## config.mk

```make
export PLATFORM = sky130hd
export DESIGN_NAME = jtag_shift_engine_flat
export DESIGN_NICKNAME = d
export VERILOG_FILES = /design/src/rtl/jtag_shift_engine_pkg.sv /design/src/rtl/jtag_shift_engine_if.sv /design/src/rtl/jtag_tck_gen.sv /design/src/rtl/jtag_shift_engine.sv /design/src/flat_wrapper.sv
export SDC_FILE = /design/constraint.sdc
export NUM_CORES = 1
export LEC_CHECK = 0
export BUFFER_PORTS_ARGS = -buffer_cell sky130_fd_sc_hd__buf_2
export CAP_MARGIN = 15
export CORE_UTILIZATION = 25
export DETAILED_ROUTE_END_ITERATION = 6
export SYNTH_ARGS = -nofsm -noshare
export SYNTH_HDL_FRONTEND = slang
export SYNTH_SLANG_ARGS = --single-unit
export TNS_END_PERCENT = 100
```

## constraint.sdc

```tcl
create_clock -name clk -period 2.2 [get_ports clk]
set_input_delay 0.22 -clock clk [delete_from_list [all_inputs] [get_ports clk]]
set_output_delay 0.22 -clock clk [all_outputs]
set_load 0.02 [all_outputs]
```

## src/rtl/jtag_shift_engine_pkg.sv

```systemverilog
// Shared types for the JTAG shift engine: opcodes, FSM states, defaults.
package jtag_shift_pkg;

    localparam int DEF_RESET_CLKS = 5;

    typedef enum logic [2:0] {
        OP_RESET     = 3'd0,
        OP_TMS_SEQ   = 3'd1,
        OP_SCAN      = 3'd2,
        OP_SCAN_EXIT = 3'd3,
        OP_RUNTEST   = 3'd4
    } op_e;

    typedef enum logic [2:0] {
        ST_IDLE,
        ST_FETCH,
        ST_LOW,
        ST_HIGH,
        ST_PUSH,
        ST_DONE
    } state_e;

    function automatic logic op_legal(input logic [2:0] op);
        return op <= 3'd4;
    endfunction

endpackage

```

## src/rtl/jtag_shift_engine_if.sv

```systemverilog
// Host-side command / tx / rx streams of the JTAG shift engine.
interface jtag_shift_engine_if #(
    parameter int DATA_W = 8,
    parameter int LEN_W  = 16
);
    logic              cmd_valid;
    logic              cmd_ready;
    logic [2:0]        cmd_op;
    logic [LEN_W-1:0]  cmd_nbits;
    logic              tx_valid;
    logic              tx_ready;
    logic [DATA_W-1:0] tx_data;
    logic              rx_valid;
    logic              rx_ready;
    logic [DATA_W-1:0] rx_data;
    logic              rx_last;

    modport master (
        output cmd_valid, cmd_op, cmd_nbits, tx_valid, tx_data, rx_ready,
        input  cmd_ready, tx_ready, rx_valid, rx_data, rx_last
    );

    modport slave (
        input  cmd_valid, cmd_op, cmd_nbits, tx_valid, tx_data, rx_ready,
        output cmd_ready, tx_ready, rx_valid, rx_data, rx_last
    );
endinterface

```

## src/rtl/jtag_tck_gen.sv

```systemverilog
// TCK divider: each half-period lasts div+1 clk cycles; held low while disabled.
module jtag_tck_gen #(
    parameter int DIV_W = 8
) (
    input  logic             clk,
    input  logic             rst_n,
    input  logic             en,
    input  logic [DIV_W-1:0] div,
    output logic             tck,
    output logic             rise,
    output logic             fall
);
    logic [DIV_W-1:0] cnt;
    logic             wrap;

    // Strobes mark the last cycle of a half-period; tck toggles on the following edge.
    assign wrap = en && (cnt == div);
    assign rise = wrap && !tck;
    assign fall = wrap && tck;

    always_ff @(posedge clk or negedge rst_n) begin
        if (!rst_n) begin
            cnt <= '0;
            tck <= 1'b0;
        end else if (!en) begin
            cnt <= '0;
            tck <= 1'b0;
        end else if (wrap) begin
            cnt <= '0;
            tck <= ~tck;
        end else begin
            cnt <= cnt + DIV_W'(1);
        end
    end
endmodule

```

## src/rtl/jtag_shift_engine.sv

```systemverilog
// JTAG master: executes reset / TMS / scan / run-idle opcodes, streaming LSB-first words.
// Define JTAG_SHIFT_ENGINE_TRST_EN to add the trst_n output.
module jtag_shift_engine
    import jtag_shift_pkg::*;
#(
    parameter int DATA_W     = 8,
    parameter int LEN_W      = 16,
    parameter int DIV_W      = 8,
    parameter int RESET_CLKS = DEF_RESET_CLKS
) (
    input  logic               clk,
    input  logic               rst_n,
    input  logic [DIV_W-1:0]   clk_div,
    jtag_shift_engine_if.slave bus,
    output logic               busy,
    output logic               err,
    output logic               tck,
    output logic               tms,
    output logic               tdi,
    input  logic               tdo
`ifdef JTAG_SHIFT_ENGINE_TRST_EN
    ,
    output logic               trst_n
`endif
);
    localparam int IDX_W = $clog2(DATA_W);

    state_e            state, state_nxt;
    op_e               op_q;
    logic [LEN_W-1:0]  bits_left;
    logic [IDX_W-1:0]  widx;
    logic [DATA_W-1:0] tx_word, rx_word;
    logic [DIV_W-1:0]  div_q;
    logic              tck_en, rise, fall;
    logic              accept, active, is_scan, uses_tx, last_bit, word_end, cur_bit;

    assign accept   = bus.cmd_valid && (state == ST_IDLE);
    assign active   = (state == ST_LOW) || (state == ST_HIGH);
    assign is_scan  = (op_q == OP_SCAN) || (op_q == OP_SCAN_EXIT);
    assign uses_tx  = is_scan || (op_q == OP_TMS_SEQ);
    assign last_bit = (bits_left == LEN_W'(1));
    assign word_end = (widx == IDX_W'(DATA_W - 1));
    assign cur_bit  = tx_word[widx];
    assign tck_en   = active;

    assign bus.cmd_ready = (state == ST_IDLE);
    assign bus.tx_ready  = (state == ST_FETCH) && bus.tx_valid;
    assign bus.rx_valid  = (state == ST_PUSH);
    assign bus.rx_last   = (state == ST_PUSH) && (bits_left == '0);
    assign bus.rx_data   = rx_word;
    assign busy          = (state != ST_IDLE);

    jtag_tck_gen #(.DIV_W(DIV_W)) u_tck (
        .clk  (clk),
        .rst_n(rst_n),
        .en   (tck_en),
        .div  (div_q),
        .tck  (tck),
        .rise (rise),
        .fall (fall)
    );

    always_ff @(posedge clk or negedge rst_n) begin
        if (!rst_n) state <= ST_IDLE;
        else        state <= state_nxt;
    end

    always_comb begin
        state_nxt = state;
        tms       = 1'b0;
        tdi       = 1'b0;
        case (state)
            ST_IDLE: if (bus.cmd_valid) begin
                if (!op_legal(bus.cmd_op))         state_nxt = ST_DONE;
                else if (bus.cmd_op == OP_RESET)   state_nxt = ST_LOW;
                else if (bus.cmd_nbits == '0)      state_nxt = ST_DONE;
                else if (bus.cmd_op == OP_RUNTEST) state_nxt = ST_LOW;
                else                               state_nxt = ST_FETCH;
            end
            ST_FETCH: if (bus.tx_valid) state_nxt = ST_LOW;
            ST_LOW:   if (rise) state_nxt = ST_HIGH;
            ST_HIGH: if (fall) begin
                if (last_bit)                 state_nxt = is_scan ? ST_PUSH : ST_DONE;
                else if (uses_tx && word_end) state_nxt = is_scan ? ST_PUSH : ST_FETCH;
                else                          state_nxt = ST_LOW;
            end
            ST_PUSH: if (bus.rx_ready) state_nxt = (bits_left == '0) ? ST_DONE : ST_FETCH;
            ST_DONE: state_nxt = ST_IDLE;
            default: state_nxt = ST_IDLE;
        endcase
        // Pin values are held across both TCK phases of a bit.
        if (active) begin
            case (op_q)
                OP_RESET:     tms = !last_bit;
                OP_TMS_SEQ:   tms = cur_bit;
                OP_SCAN:      tdi = cur_bit;
                OP_SCAN_EXIT: begin tdi = cur_bit; tms = last_bit; end
                default:      ;
            endcase
        end
    end

    always_ff @(posedge clk or negedge rst_n) begin
        if (!rst_n) begin
            op_q      <= OP_RESET;
            bits_left <= '0;
            widx      <= '0;
            tx_word   <= '0;
            rx_word   <= '0;
            div_q     <= '0;
            err       <= 1'b0;
        end else begin
            err <= accept && !op_legal(bus.cmd_op);
            if (accept) begin
                op_q      <= op_e'(bus.cmd_op);
                div_q     <= clk_div;
                widx      <= '0;
                rx_word   <= '0;
                bits_left <= (bus.cmd_op == OP_RESET) ? LEN_W'(RESET_CLKS + 1) : bus.cmd_nbits;
            end
            if (state == ST_FETCH && bus.tx_valid) tx_word <= bus.tx_data;
            if (state == ST_LOW && rise && is_scan) rx_word[widx] <= tdo;
            if (state == ST_HIGH && fall) begin
                if (bits_left != '0) bits_left <= bits_left - LEN_W'(1);
                widx <= widx + IDX_W'(1);
            end
            if (state == ST_PUSH && bus.rx_ready) rx_word <= '0;
        end
    end

`ifdef JTAG_SHIFT_ENGINE_TRST_EN
    logic trst_q;

    always_ff @(posedge clk or negedge rst_n) begin
        if (!rst_n) trst_q <= 1'b0;
        else        trst_q <= 1'b1;
    end

    assign trst_n = trst_q && !(active && op_q == OP_RESET && !last_bit);
`endif

endmodule

```

## src/flat_wrapper.sv

```systemverilog
// flat-port wrapper written by rule: the top's interface ports become plain ports
module jtag_shift_engine_flat import jtag_shift_pkg::*;
#(
    parameter int DATA_W     = 8,
    parameter int LEN_W      = 16,
    parameter int DIV_W      = 8,
    parameter int RESET_CLKS = DEF_RESET_CLKS
)
  (clk, rst_n, clk_div, busy, err, tck, tms, tdi, tdo, bus_cmd_valid, bus_cmd_op, bus_cmd_nbits, bus_tx_valid, bus_tx_data, bus_rx_ready, bus_cmd_ready, bus_tx_ready, bus_rx_valid, bus_rx_data, bus_rx_last);
  jtag_shift_engine_if #(.DATA_W(DATA_W), .LEN_W(LEN_W)) bus_i ();
  input  logic clk;
  input  logic rst_n;
  input  logic [DIV_W-1:0] clk_div;
  output logic busy;
  output logic err;
  output logic tck;
  output logic tms;
  output logic tdi;
  input  logic tdo;
  input wire logic [$bits(bus_i.cmd_valid)-1:0] bus_cmd_valid;
  input wire logic [$bits(bus_i.cmd_op)-1:0] bus_cmd_op;
  input wire logic [$bits(bus_i.cmd_nbits)-1:0] bus_cmd_nbits;
  input wire logic [$bits(bus_i.tx_valid)-1:0] bus_tx_valid;
  input wire logic [$bits(bus_i.tx_data)-1:0] bus_tx_data;
  input wire logic [$bits(bus_i.rx_ready)-1:0] bus_rx_ready;
  output wire logic [$bits(bus_i.cmd_ready)-1:0] bus_cmd_ready;
  output wire logic [$bits(bus_i.tx_ready)-1:0] bus_tx_ready;
  output wire logic [$bits(bus_i.rx_valid)-1:0] bus_rx_valid;
  output wire logic [$bits(bus_i.rx_data)-1:0] bus_rx_data;
  output wire logic [$bits(bus_i.rx_last)-1:0] bus_rx_last;
  assign bus_i.cmd_valid = bus_cmd_valid;
  assign bus_i.cmd_op = bus_cmd_op;
  assign bus_i.cmd_nbits = bus_cmd_nbits;
  assign bus_i.tx_valid = bus_tx_valid;
  assign bus_i.tx_data = bus_tx_data;
  assign bus_i.rx_ready = bus_rx_ready;
  assign bus_cmd_ready = bus_i.cmd_ready;
  assign bus_tx_ready = bus_i.tx_ready;
  assign bus_rx_valid = bus_i.rx_valid;
  assign bus_rx_data = bus_i.rx_data;
  assign bus_rx_last = bus_i.rx_last;
  jtag_shift_engine #(.DATA_W(DATA_W), .LEN_W(LEN_W), .DIV_W(DIV_W), .RESET_CLKS(RESET_CLKS)) u_core (.clk(clk), .rst_n(rst_n), .clk_div(clk_div), .bus(bus_i), .busy(busy), .err(err), .tck(tck), .tms(tms), .tdi(tdi), .tdo(tdo));
endmodule
```

* Word level (Yosys, flattened, before mapping)
Index checks and enable logic that the tools add are counted.
Storage, ports and cells: bits in registers 59, input bits 41, output and inout bits 17, logic and storage cells 100
Cells by class: $add $sub $neg 3, magnitude comparators 3, equal/unequal tests 17, mux-type cells 37, bitwise logic cells 1, reductions and logical operators 29
Operators by type and width (count):
- $mux 16 | 4
- $mux 3 | 14
- $mux 8 | 5
- $logic_not 16->1 | 2
- $eq 16x1->1 const B | 1
- $reduce_bool 16->1 | 1
- $sub 16x1->16 const B | 1
- $pmux 3 s5 | 1
- $logic_and 1x1->1 | 13
- $eq 3x2->1 const B | 4
- $eq 3x3->1 const B | 3
- $logic_not 3->1 | 3
- $add 8x1->8 const B | 1
- $bwmux 8 | 1
- $eq 8x8->1 | 1
- $mux 1 | 8
- $eq 3x1->1 const B | 2
- $ne 2x1->1 const B | 3
- $ne 2x2->1 const B | 3
- $reduce_and 5->1 | 1
- $lt 3x4->1 const B | 1
- $add 3x1->3 const B | 1
- $bmux 1 s3 | 1
- $demux 1 s3 | 1
- other kinds (10) | 14

* Depth between registers and ports, before layout
word-level depth 8, mapped depth 8, mapped depth without buffers 7

* Hierarchy
A second synthesis with hierarchy kept.
Second synthesis, totals: cell total of the unflattened synthesis 380, area, all modules 3532.1 µm²
Modules (own cells, without submodules):
- jtag_shift_engine | instances 1, cells an instance 331, area each 3039.2 µm², seq. area each 1251.2 µm²
- jtag_tck_gen | instances 1, cells an instance 49, area each 493.0 µm², seq. area each 225.2 µm²

* Worst setup path after synthesis
Ideal clock, no wire load.
path type reg-to-reg, from register u_core.state[2], to register u_core.rx_word[4], in the netlist u_core.bus.rx_data[4], library setup time 0.134 ns, arrival time 1.907 ns, required time 2.066 ns, path slack 0.159 ns, stages on the path, launching flop included 8, path buffers 2, clock period less this slack 2.041 ns, cell sequence dfrtp_1 > buf_2 > nor3_1 > and2_1 > clkbuf_1 > a21oi_1 > nand2_1 > mux2i_1
On the way: elaborated cells on any way between the ends 15, classes of those cells eq/ne: 3; mux: 4; reduce/logical: 8
RTL lines:
- from (decl) | line jtag_shift_engine.sv:28 | state_e state, state_nxt;
- from (signal assigned) | line jtag_shift_engine.sv:65 | else state <= state_nxt;
- $logic_not 3->1 (*)
- named net bus_cmd_ready | line flat_wrapper.sv:26 | output wire logic [$bits(bus_i.cmd_ready)-1:0] bus_cmd_ready;
- $logic_and 1x1->1 (*) | line jtag_shift_engine.sv:37 | assign accept = bus.cmd_valid && (state == ST_IDLE);
- $mux 8 (*) | line jtag_shift_engine.sv:114 | if (accept) begin
- $bwmux 8 | line jtag_shift_engine.sv:122 | if (state == ST_LOW && rise && is_scan) rx_word[widx] <= tdo;
- $mux 8 (*) | line jtag_shift_engine.sv:122
- $mux 8 (*) | line jtag_shift_engine.sv:127 | if (state == ST_PUSH && bus.rx_ready) rx_word <= '0;
- to (signal, indexed assignment) | line jtag_shift_engine.sv:122
- to (decl) | line jtag_shift_engine.sv:32 | logic [DATA_W-1:0] tx_word, rx_word;
The timed path passes the listed nets; every way through them passes the cells marked *. A chain may end at the register's enable or synchronous reset.

* Final worst setup path
from register u_core.bits_left[10], to output bus_rx_last
On the way: longest elaborated chain between the ends 2
Ends and longest elaborated chain:
- from (decl) | line jtag_shift_engine.sv:30 | logic [LEN_W-1:0] bits_left;
- from (signal assigned) | line jtag_shift_engine.sv:119 | bits_left <= (bus.cmd_op == OP_RESET) ? LEN_W'(RESET_CLKS + 1) : bus.cmd_nbits;
- from (signal assigned) | line jtag_shift_engine.sv:124 | if (bits_left != '0) bits_left <= bits_left - LEN_W'(1);
- $logic_not 16->1 | line jtag_shift_engine.sv:49 | assign bus.rx_last = (state == ST_PUSH) && (bits_left == '0);
- $logic_and 1x1->1 | line jtag_shift_engine.sv:49
- to (decl) | line flat_wrapper.sv:30 | output wire logic [$bits(bus_i.rx_last)-1:0] bus_rx_last;
No other way between the ends.

==> results.ini <==
[run_status]
status=finished clean

[grt]
grt_usage=0.138
grt_pass1_vias=2963
grt_pass1_wl_um=15200
antenna_found_initial=0
grt_max_degree=44
grt_overflow_total=0

[detailed_routing]
routed_wl_um=9120
drtAntennaViolNets=0
first_pass_iters=4
wl_per_cell_um=14.7
drc=0
drtIter0Drc=136
vias=2991
viasPerCell=4.84

[power_and_ir_drop]
power.leakage_nw=2.07
peakVddDrop_mv=0.297
power_density_mw_per_mm2=584

[synth]
synth_sequential_area_ratio=0.438
synth_nets=401
synth-warning-count=0
netlist_instances=355
synth_edf_count=0
avgSynthCellArea_um2=9.48
synth_top_family_by_area=simple AND/OR/NAND/NOR gates
synthAdderAreaFrac=0.0216
synth-compound-area-share=0.119
ys_seq_elements=59
async_reset_ff_frac=1.00
ys_types=55
synth.mux.area_fraction=0.0788
synth_xor_area_frac=0.0520
yosys.area_share.simple=0.259
ys.flop_type=dfrtp_1
syn_area_mm2=0.00337

[placement]
place_congestion=0.842
pre_cts_ws_ps=134
dpl.hpwl_um=6690
placed_area_mm2=0.00396
port_buffers=57

[timing]
skew_ps=9.92
finalCritPeriodShare=0.992
max_freq_mhz=458
relSlewSlack=0.603
finalMaxSlewViolations=0
hold_viol=0
worst_pin_slew_ps=595
period_minus_slack_ps=2180
setup_viol=0
fin_ws_ps=17.9
rsz0062_at_grt=yes

[critical_path]
cp-end-kind=output pin
timing_worst_setup_path_type=flip-flop to output pin
arrival_ps=1960
required_ps=1980
crit_path_start_kind=flip-flop
ff2ff_setup_slack_ps=120
crit_fanout=4

[final_layout]
finalNetCount=483
final_cell_mix=70 x nand2_1, 57 x dfrtp_1, 55 x buf_2
area_growth_pct=30.8
drive_gt1_frac=0.301
num_antenna_cells=0
stdcell_area_mm2=0.00441
final_common_cell=nand2_1
fillCellCount=1355

[die]
start_util=0.255
row_count=42
die-height_um=118
die_x_um=118
die_area_mm2=0.0139
ioPinCount=58
core_area_mm2=0.0132

[clocking]
clkSinkCount=59
cts.htree.levels=3
clock_latency_ps=330
cts_buffer_depth=2
cts.reportedPaths.clkPinSlew_ps=50
cts_buffers=9
tritoncts=done
clk_root_buffer_cell=clkbuf_16

[flow_run]
drv_cap=0

[worst_hold_path]
hp-class=primary input to flip-flop

[kinds of logic (layout without fill, tap and decap cells)]
family                     count (synthesis)  in the layout
and+or+nand+nor                          168            168
DFF                                       59             59
AOI/OAI and AO/OA                         55             55
buffers and inverters                     24            111
muxes                                     23             23
xor gates and xnor gates                  20             20
adders and majority gates                  6              6
[Yosys cell counts (all sizes together), types with 5 or more instances]
master,instances,area share
a211oi,7,0.016
a21oi,10,0.015
and2,6,0.011
and3,7,0.013
buf,7,0.012
clkbuf,9,0.010
dfrtp,59,0.44
ha,5,0.019
inv,8,0.0089
mux2,8,0.027
mux2i,13,0.039
nand2,71,0.080
nand3,13,0.019
nor2,19,0.026
nor3,10,0.015
nor4,13,0.032
o21ai,6,0.0089
xnor2,6,0.016
xor2,14,0.036
[timing repair]
action,CTS,global route
setup buffers,4,5
endpoints found under the setup margin,2,12
hold buffers,1,0
resized for setup,10,10
endpoints found under the hold margin,16,0
pin swaps,1,3
[path summary, 6_finish.rpt]
kind,startpoint,endpoint,depth (start not counted)
worst min register to register,u_core.div_q[7]$_DFFE_PN0P_,u_core.div_q[7]$_DFFE_PN0P_,2
max in group asynchronous,rst_n,u_core.bits_left[10]$_DFF_PN0_,3
min in group asynchronous,rst_n,u_core.bus.rx_data[1]$_DFF_PN0_,2
worst max register to register,u_core.bits_left[0]$_DFF_PN0_,u_core.bits_left[3]$_DFF_PN0_,9
worst min-delay path,clk_div[0],u_core.div_q[0]$_DFFE_PN0P_,3
worst max-delay path,u_core.bits_left[10]$_DFF_PN0_,bus_rx_last,5
[final cells by class]
type	count	area (µm²)	share of cell area
Clock buffer	11	253	0.0574
Tap cell	176	220	0.0500
Inverter	8	30.0	0.00682
Sequential cell	59	1480	0.336
Clock inverter	5	27.5	0.00625
Multi-Input combinational cell	272	1860	0.423
Timing Repair Buffer	87	534	0.121
[state kept, by name, summed over array words and instances, names as in the netlist]
| name | count |
|---|---|
| u_core.state | 3 |
| u_core.op_q | 3 |
| u_core.bits_left | 16 |
| u_core.tx_word | 8 |
| u_core.bus.rx_data | 8 |
| u_core.div_q | 8 |
| u_core.u_tck.cnt | 8 |
| u_core.err | 1 |
| u_core.widx | 3 |
| u_core.u_tck.tck | 1 |
[metrics by stage]
stage | hold WS, ps | total power [mW] | TNS, ps | std cells | util
detailed placement | 183 | 1.29 | 0 | 592 | 0.300
global route | 97.5 | 2.69 | -102 | 618 | 0.334
finish | 88.8 | 2.57 | 0 | 618 | 0.334
CTS | 83.3 | 2.61 | 0 | 613 | 0.328
global placement | 172 | 1.28 | 0 | 592 | 0.300
floorplan | -75.6 | 1.20 | 0 | 355 | -
[where the power goes]
part | internal [mW] | switching [mW] | total [mW]
Combinational | 0.0644 | 0.0770 | 0.141
Clock | 0.813 | 0.482 | 1.29
Sequential | 1.11 | 0.0288 | 1.14
[critical path, stage by stage (launching register included)]
cell,delay (ps)
dfrtp_2,440
nor4_4,340
nand3b_1,150
or3_4,420
nor2_4,150
buf_6,130
[layer usage]
metal,global-route usage,up-vias,share of wire
met1,0.180,1455,0.46
met4,0.0457,0,0.013
met2,0.222,72,0.48
met5,0,-,0
li1,-,1452,-
met3,0.0354,12,0.046
No activity file was read; power rests on OpenSTA's default activity.
